===== src/rtl/mdu_seq_ctrl_pkg.sv =====
// Shared definitions for the iterative multiply/divide sequencer:
// operation codes, FSM state codes, default width and small op decoders.
package mdu_seq_ctrl_pkg;

  localparam int MD_WIDTH = 32;

  typedef enum logic [1:0] {
    MD_MULT  = 2'b00,
    MD_MULTU = 2'b01,
    MD_DIV   = 2'b10,
    MD_DIVU  = 2'b11
  } md_op_e;

  typedef enum logic [1:0] {
    S_IDLE = 2'b00,
    S_PREP = 2'b01,
    S_RUN  = 2'b10,
    S_FIX  = 2'b11
  } md_state_e;

  // Divide ops have the upper op bit set.
  function automatic logic op_is_div(input logic [1:0] op);
    return op[1];
  endfunction

  // Signed ops have the lower op bit clear.
  function automatic logic op_is_signed(input logic [1:0] op);
    return ~op[0];
  endfunction

endpackage


===== src/rtl/mdu_addsub.sv =====
// Single WIDTH+1 bit adder/subtractor shared by the multiply accumulate and
// the divide trial subtraction. Subtraction inverts b and injects carry-in.
module mdu_addsub #(
  parameter int WIDTH = 32
) (
  input  logic [WIDTH:0] a_i,
  input  logic [WIDTH:0] b_i,
  input  logic           sub_i,
  output logic [WIDTH:0] sum_o,
  output logic           cout_o
);

  logic [WIDTH:0]   b_eff;
  logic [WIDTH+1:0] full;

  // Operand conditioning and the add itself, with the carry kept one bit up.
  always_comb begin
    b_eff = sub_i ? ~b_i : b_i;
    full  = {1'b0, a_i} + {1'b0, b_eff} + (WIDTH + 2)'(sub_i);
  end

  assign sum_o  = full[WIDTH:0];
  assign cout_o = full[WIDTH+1];

endmodule


===== src/rtl/mdu_seq_ctrl.sv =====
// Iterative MULT/MULTU/DIV/DIVU sequencer owning HI/LO. Signed ops are run
// on magnitudes (shift-add multiply, restoring divide) and re-signed at FIX.
module mdu_seq_ctrl
  import mdu_seq_ctrl_pkg::*;
#(
  parameter int WIDTH = MD_WIDTH
) (
  input  logic             clk,
  input  logic             rst,
  input  logic             ex_md_start,
  input  logic [1:0]       ex_md_op,
  input  logic [WIDTH-1:0] ex_a,
  input  logic [WIDTH-1:0] ex_b,
  input  logic             ex_mthi,
  input  logic             ex_mtlo,
  input  logic             md_cancel,
  output logic             md_busy,
  output logic             md_done,
  output logic [WIDTH-1:0] md_hi,
  output logic [WIDTH-1:0] md_lo
);

  localparam int CW = $clog2(WIDTH);

  md_state_e        state_q, state_d;
  logic [1:0]       op_q, op_d;
  logic [WIDTH-1:0] a_q, a_d, b_q, b_d;
  logic [WIDTH-1:0] opnd_q, opnd_d;      // multiplicand or divisor magnitude
  logic [WIDTH:0]   acc_hi_q, acc_hi_d;  // product high half / partial remainder
  logic [WIDTH-1:0] acc_lo_q, acc_lo_d;  // multiplier bits / quotient bits
  logic [CW-1:0]    cnt_q, cnt_d;
  logic             neg_quo_q, neg_quo_d, neg_rem_q, neg_rem_d;
  logic [WIDTH-1:0] hi_q, hi_d, lo_q, lo_d;
  logic             done_q, done_d;

  // Shared adder and its operand selection.
  logic [WIDTH:0] add_a, add_b, add_sum, hi_step;
  logic           add_cout;

  assign add_a = op_is_div(op_q) ? {acc_hi_q[WIDTH-1:0], acc_lo_q[WIDTH-1]} : acc_hi_q;
  assign add_b = {1'b0, opnd_q};

  mdu_addsub #(.WIDTH(WIDTH)) u_addsub (
    .a_i    (add_a),
    .b_i    (add_b),
    .sub_i  (op_is_div(op_q)),
    .sum_o  (add_sum),
    .cout_o (add_cout)
  );

  // Operand magnitudes for PREP and the FIX-stage negations (separate incrementers).
  logic             sign_a, sign_b;
  logic [WIDTH-1:0] mag_a, mag_b, quo_neg, rem_neg;
  logic [2*WIDTH-1:0] prod, prod_neg, prod_fix;

  assign sign_a   = op_is_signed(op_q) & a_q[WIDTH-1];
  assign sign_b   = op_is_signed(op_q) & b_q[WIDTH-1];
  assign mag_a    = sign_a ? (~a_q + WIDTH'(1)) : a_q;
  assign mag_b    = sign_b ? (~b_q + WIDTH'(1)) : b_q;
  assign prod     = {acc_hi_q[WIDTH-1:0], acc_lo_q};
  assign prod_neg = ~prod + (2*WIDTH)'(1);
  assign prod_fix = neg_quo_q ? prod_neg : prod;
  assign quo_neg  = ~acc_lo_q + WIDTH'(1);
  assign rem_neg  = ~acc_hi_q[WIDTH-1:0] + WIDTH'(1);
  assign hi_step  = acc_lo_q[0] ? add_sum : acc_hi_q;

  // State and datapath registers with synchronous reset.
  always_ff @(posedge clk) begin
    if (rst) begin
      state_q   <= S_IDLE;
      op_q      <= 2'b00;
      a_q       <= '0;
      b_q       <= '0;
      opnd_q    <= '0;
      acc_hi_q  <= '0;
      acc_lo_q  <= '0;
      cnt_q     <= '0;
      neg_quo_q <= 1'b0;
      neg_rem_q <= 1'b0;
      hi_q      <= '0;
      lo_q      <= '0;
      done_q    <= 1'b0;
    end else begin
      state_q   <= state_d;
      op_q      <= op_d;
      a_q       <= a_d;
      b_q       <= b_d;
      opnd_q    <= opnd_d;
      acc_hi_q  <= acc_hi_d;
      acc_lo_q  <= acc_lo_d;
      cnt_q     <= cnt_d;
      neg_quo_q <= neg_quo_d;
      neg_rem_q <= neg_rem_d;
      hi_q      <= hi_d;
      lo_q      <= lo_d;
      done_q    <= done_d;
    end
  end

  // Next-state and datapath sequencing; cancel beats MTHI/MTLO beats start.
  always_comb begin
    state_d   = state_q;
    op_d      = op_q;
    a_d       = a_q;
    b_d       = b_q;
    opnd_d    = opnd_q;
    acc_hi_d  = acc_hi_q;
    acc_lo_d  = acc_lo_q;
    cnt_d     = cnt_q;
    neg_quo_d = neg_quo_q;
    neg_rem_d = neg_rem_q;
    hi_d      = hi_q;
    lo_d      = lo_q;
    done_d    = 1'b0;
    if (md_cancel) begin
      state_d = S_IDLE;
    end else if (ex_mthi || ex_mtlo) begin
      state_d = S_IDLE;
      if (ex_mthi) hi_d = ex_a;
      if (ex_mtlo) lo_d = ex_a;
    end else begin
      case (state_q)
        S_IDLE: begin
          if (ex_md_start) begin
            a_d     = ex_a;
            b_d     = ex_b;
            op_d    = ex_md_op;
            state_d = S_PREP;
          end
        end
        S_PREP: begin
          neg_quo_d = sign_a ^ sign_b;
          neg_rem_d = sign_a;
          acc_hi_d  = '0;
          opnd_d    = op_is_div(op_q) ? mag_b : mag_a;
          acc_lo_d  = op_is_div(op_q) ? mag_a : mag_b;
          cnt_d     = CW'(WIDTH - 1);
          state_d   = S_RUN;
        end
        S_RUN: begin
          if (op_is_div(op_q)) begin
            acc_hi_d = add_cout ? add_sum : add_a;
            acc_lo_d = {acc_lo_q[WIDTH-2:0], add_cout};
          end else begin
            acc_hi_d = {1'b0, hi_step[WIDTH:1]};
            acc_lo_d = {hi_step[0], acc_lo_q[WIDTH-1:1]};
          end
          cnt_d = cnt_q - CW'(1);
          if (cnt_q == '0) state_d = S_FIX;
        end
        S_FIX: begin
          if (op_is_div(op_q)) begin
            lo_d = (opnd_q == '0) ? '1 : (neg_quo_q ? quo_neg : acc_lo_q);
            hi_d = neg_rem_q ? rem_neg : acc_hi_q[WIDTH-1:0];
          end else begin
            hi_d = prod_fix[2*WIDTH-1:WIDTH];
            lo_d = prod_fix[WIDTH-1:0];
          end
          done_d  = 1'b1;
          state_d = S_IDLE;
        end
        default: state_d = S_IDLE;
      endcase
    end
  end

  assign md_busy = (state_q != S_IDLE);
  assign md_done = done_q;
  assign md_hi   = hi_q;
  assign md_lo   = lo_q;

endmodule


===== config.mk =====
export PLATFORM = sky130hd
export DESIGN_NAME = mdu_seq_ctrl
export DESIGN_NICKNAME = d
export VERILOG_FILES = /design/src/rtl/mdu_seq_ctrl_pkg.sv /design/src/rtl/mdu_addsub.sv /design/src/rtl/mdu_seq_ctrl.sv
export SDC_FILE = /design/constraint.sdc
export NUM_CORES = 1
export LEC_CHECK = 0
export BUFFER_PORTS_ARGS = -buffer_cell sky130_fd_sc_hd__buf_2
export CAP_MARGIN = 20
export CORE_MARGIN = 1
export CORE_UTILIZATION = 45
export DETAILED_ROUTE_END_ITERATION = 16
export GPL_ROUTABILITY_DRIVEN = 0
export PLACE_DENSITY = 0.66
export SLEW_MARGIN = 20
export SYNTH_ARGS = -nofsm -noshare
export SYNTH_HDL_FRONTEND = slang
export SYNTH_SLANG_ARGS = --single-unit
export TNS_END_PERCENT = 50

===== constraint.sdc =====
create_clock -name clk -period 6.7 [get_ports clk]
set_input_delay 0.67 -clock clk [delete_from_list [all_inputs] [get_ports clk]]
set_output_delay 0.67 -clock clk [all_outputs]
set_load 0.03 [all_outputs]

==> results.md <==
* Status: finished clean
* Max_slew headroom at around 22%
* Hold Path Class: in -> reg
* Max_cap viols at 0
* FFs w/ async S/R, synth at 0%
* Max VDD drop at between 0.15 and 0.2 mV
* Layout Nets at between 2000 and 2500
* Antenna Nets Post-Route at 0
* WL/cell at approximately 22 um
* Total GRT Usage at between 30% and 40%
* Syn Area/Cell at roughly 7.5 um^2
* Multi-input logic area at 0.01112 mm^2
* Synth cell types at around 90
* Iter 0 DRT Violations at just over 2000
* Achievable Freq at between 200 and 250 MHz
* Vias at 17078
* First-pass GRT wire length at ~92 mm
* First-pass DRT Iterations at 6
* Static leakage at about 7.5 nW
* Max Clock Skew at roughly 0.017 ns
* CTS buffer count at 27
* Final setup vio count at 0
* Die area at 0.03792 mm^2
* Clock Root Buffer: clkbuf_16
* Register-to-Register Path Depth at 11
* Area contributors post-synth: dfxtp_1 28%, nand2_1 7.9%, a21oi_1 7.2%
* H-tree levels at 1
* Die Width at around 200 um
* Cell Pwr Density at 181.8 mW/mm^2
* Launching point of the worst reg2reg path: op_q[1]
* Synthesized cell area at ~0.017 mm^2
* Grt total ovfl at 0
* EDFF count, synth at 0
* Period minus WS final at 4.875 ns
* Number of diodes at 0
* Share of cells above drive strength 1 at around an eighth
* Longest Clk Path Bufs at 3
* Arrival time at the worst endpoint at 5.36 ns
* Insertion delay to the later sink of the worst-skew pair at 0.58 ns
* Worst Setup End Kind: flip-flop
* Final Hold Fails at 0
* DR DRC count at 0
* Initial Utilization at a little under half
* Worst Tran Pin Value at between 1 and 1.5 ns
* Hold_buf cts at 0
* Worst Setup EP: acc_hi_q[27]
* Top-area cell type share of the netlist area at approximately 28%
* Syn Nets at 2334
* Setup Buffers After CTS at 0
* Reg2Reg Setup Slack at approximately 1.8 ns
* Final max-slew violation count at 0
* Worst setup startpoint: op_q[1]
* RSZ-0062 raised after global routing: false
* Reg clk slew, reported paths at 0.07 ns
* Synth warn at 0
* Ys flop type: dfxtp_1
* Vias in the first global route at ~16000
* R2r endpoint: acc_hi_q[27]
* CP Class: reg -> reg
* Fin crit share at between 70% and 80%
* Pin count of the biggest net entering global routing at ~120
* Core area at 0.03661 mm^2
* Routed WL at approximately 60 mm
* Initial antenna violation count at 0
* # clock sinks at roughly 240
* Worst-path maximum fanout at just under 70
* Hpwl dp at about 44 mm
* Fin util at 50.10%
* Post-Syn Instances at approximately 2200
* IO Pins at about 140
* Seq cells post-synth at 237
* CTS resizes at 0
* P&R area growth vs syn at 9.722%
* Startpoint Class: flip-flop
* Reg area at about 0.0047 mm^2
* Number of fill cells at approximately 3600
* Area leader, netlist: dfxtp_1
* I/O Buffers at 137
* Die Span Y at slightly below 200 um
* DR vias/cell at approximately 6.3
* CTS tree: done
* Final TNS setup at 0 ns
* Seq/Total Area, Yosys at between 20% and 30%
* WP data required at ~7.2 ns
* Number of cell rows at 70
-- cells in the mapped netlist (16+ instances only) --
cell type	number
a21o_1	24
nand2_1	353
mux2i_1	41
mux2_2	31
ha_1	42
a21oi_1	239
buf_1	22
clkbuf_1	153
o21ai_0	107
mux4_2	16
nand2b_1	20
a211oi_1	33
inv_1	36
o221ai_1	24
nand4_1	20
dfxtp_1	237
nor4_1	31
nand3_1	35
xor2_1	88
a31oi_1	24
xnor2_1	85
o31ai_1	21
o211ai_1	26
nor2_1	186
nor3_1	65
-- placed cells by master, fill, tap and decap left out, types with 11 or more instances in the layout --
cell         n
nor2_1     184
o31ai_1     21
nand3_1     34
ha_1        42
buf_2      136
dfxtp_1    236
nand2_1    353
nor4_1      31
a22o_1      14
o21ai_0    107
or3_1       11
a31oi_1     24
mux2i_1     41
or4_1       12
a311oi_1    13
a21o_1      24
a211oi_1    33
o221ai_1    24
mux4_2      16
xnor2_1     85
xor2_1      88
o21a_1      13
nand4_1     20
and2_1      16
inv_1       35
mux2_2      31
nor3_1      64
o211ai_1    26
buf_4       23
a21oi_1    239
o41ai_1     13
clkbuf_16   27
nand2b_1    20
-- through the flow --
step | instance area [um^2] | std cells | setup WS (ns) | power [mW] | hold slack [ns]
6_report | 18340 | 2707 | 1.825 | 3.335 | 0.3338
5_1_grt | 18340 | 2707 | 1.642 | 3.423 | 0.3423
4_1_cts | 18340 | 2707 | 1.975 | 3.335 | 0.3161
3_5_place_dp | 17470 | 2658 | 2.022 | 1.859 | 0.4343
3_3_place_gp | 17460 | 2658 | 1.796 | 1.854 | 0.4342
2_1_floorplan | 16720 | 2219 | 2.210 | 1.729 | 0.4363
-- per-layer routing --
metal | up-vias | global-route usage, % | part of all wire (%)
met2 | 862 | 48.08 | 44
met5 | - | 0 | 0
met4 | 0 | 11.17 | 3.8
met3 | 145 | 6.559 | 9.8
met1 | 8087 | 41.43 | 42
li1 | 7984 | - | -
-- sequential cells by signal (all words and copies together) (netlist names), 2 cells and up --
| name | flops |
|---|---|
| acc_hi_q | 33 |
| a_q | 32 |
| acc_lo_q | 32 |
| b_q | 32 |
| md_hi | 32 |
| md_lo | 32 |
| opnd_q | 32 |
| cnt_q | 5 |
| op_q | 2 |
| state_q | 2 |
-- layout make-up --
cell class                 instances  share of cell area (%)
clock inverter                    10                  0.5252
clock buffer                      39                   4.256
timing repair buffer             160                   4.714
tap                              468                   3.192
inverter                          38                  0.7776
multi-input combinational       1755                   60.65
sequential                       237                   25.89
-- critical path, cell delays in order, from the launching register on --
cell       delay, ns
dfxtp_4         0.92
mux2_2          0.42
ha_1            0.44
nand4_1         0.23
a2111oi_0       1.01
nand3_1         0.15
a21oi_1         0.24
or3_2           0.62
buf_4           0.25
o31a_1          0.13
o21ai_0         0.09
nor3_1          0.23
-- worst min-delay path by stage --
stage          cells past startpoint  startpoint         to
3_3_place_gp                       1   md_hi[23]  md_hi[23]
4_1_cts                            3    ex_b[15]    b_q[15]
6_report                           3    ex_b[10]    b_q[10]
2_1_floorplan                      2     b_q[30]    b_q[30]
5_1_grt                            3     ex_b[6]     b_q[6]
3_5_place_dp                       1   md_hi[23]  md_hi[23]
-- kinds of logic (layout without fill, tap and decap cells) --
family,Yosys count,count (layout),share of synthesized area [%]
AO/OA/AOI/OAI,646,646,24.96
XOR/XNOR,173,173,9.064
adder cells (fa/ha/maj),43,43,3.263
buffers and inverters,227,247,5.254
flip-flops,237,237,28.38
multiplexers,90,90,7.013
AND/OR/NAND/NOR,803,803,22.06
-- report_power, final --
| group | total (mW) | internal [mW] | leakage [nW] | switching (mW) |
|---|---|---|---|---|
| registers | 1.47 | 1.44 | 1.92 | 0.0280 |
| clock network | 1.50 | 0.850 | 0.435 | 0.647 |
| logic | 0.371 | 0.114 | 5.12 | 0.257 |
| total | 3.34 | 2.40 | 7.48 | 0.933 |
Power figures use the tool's default switching activity.
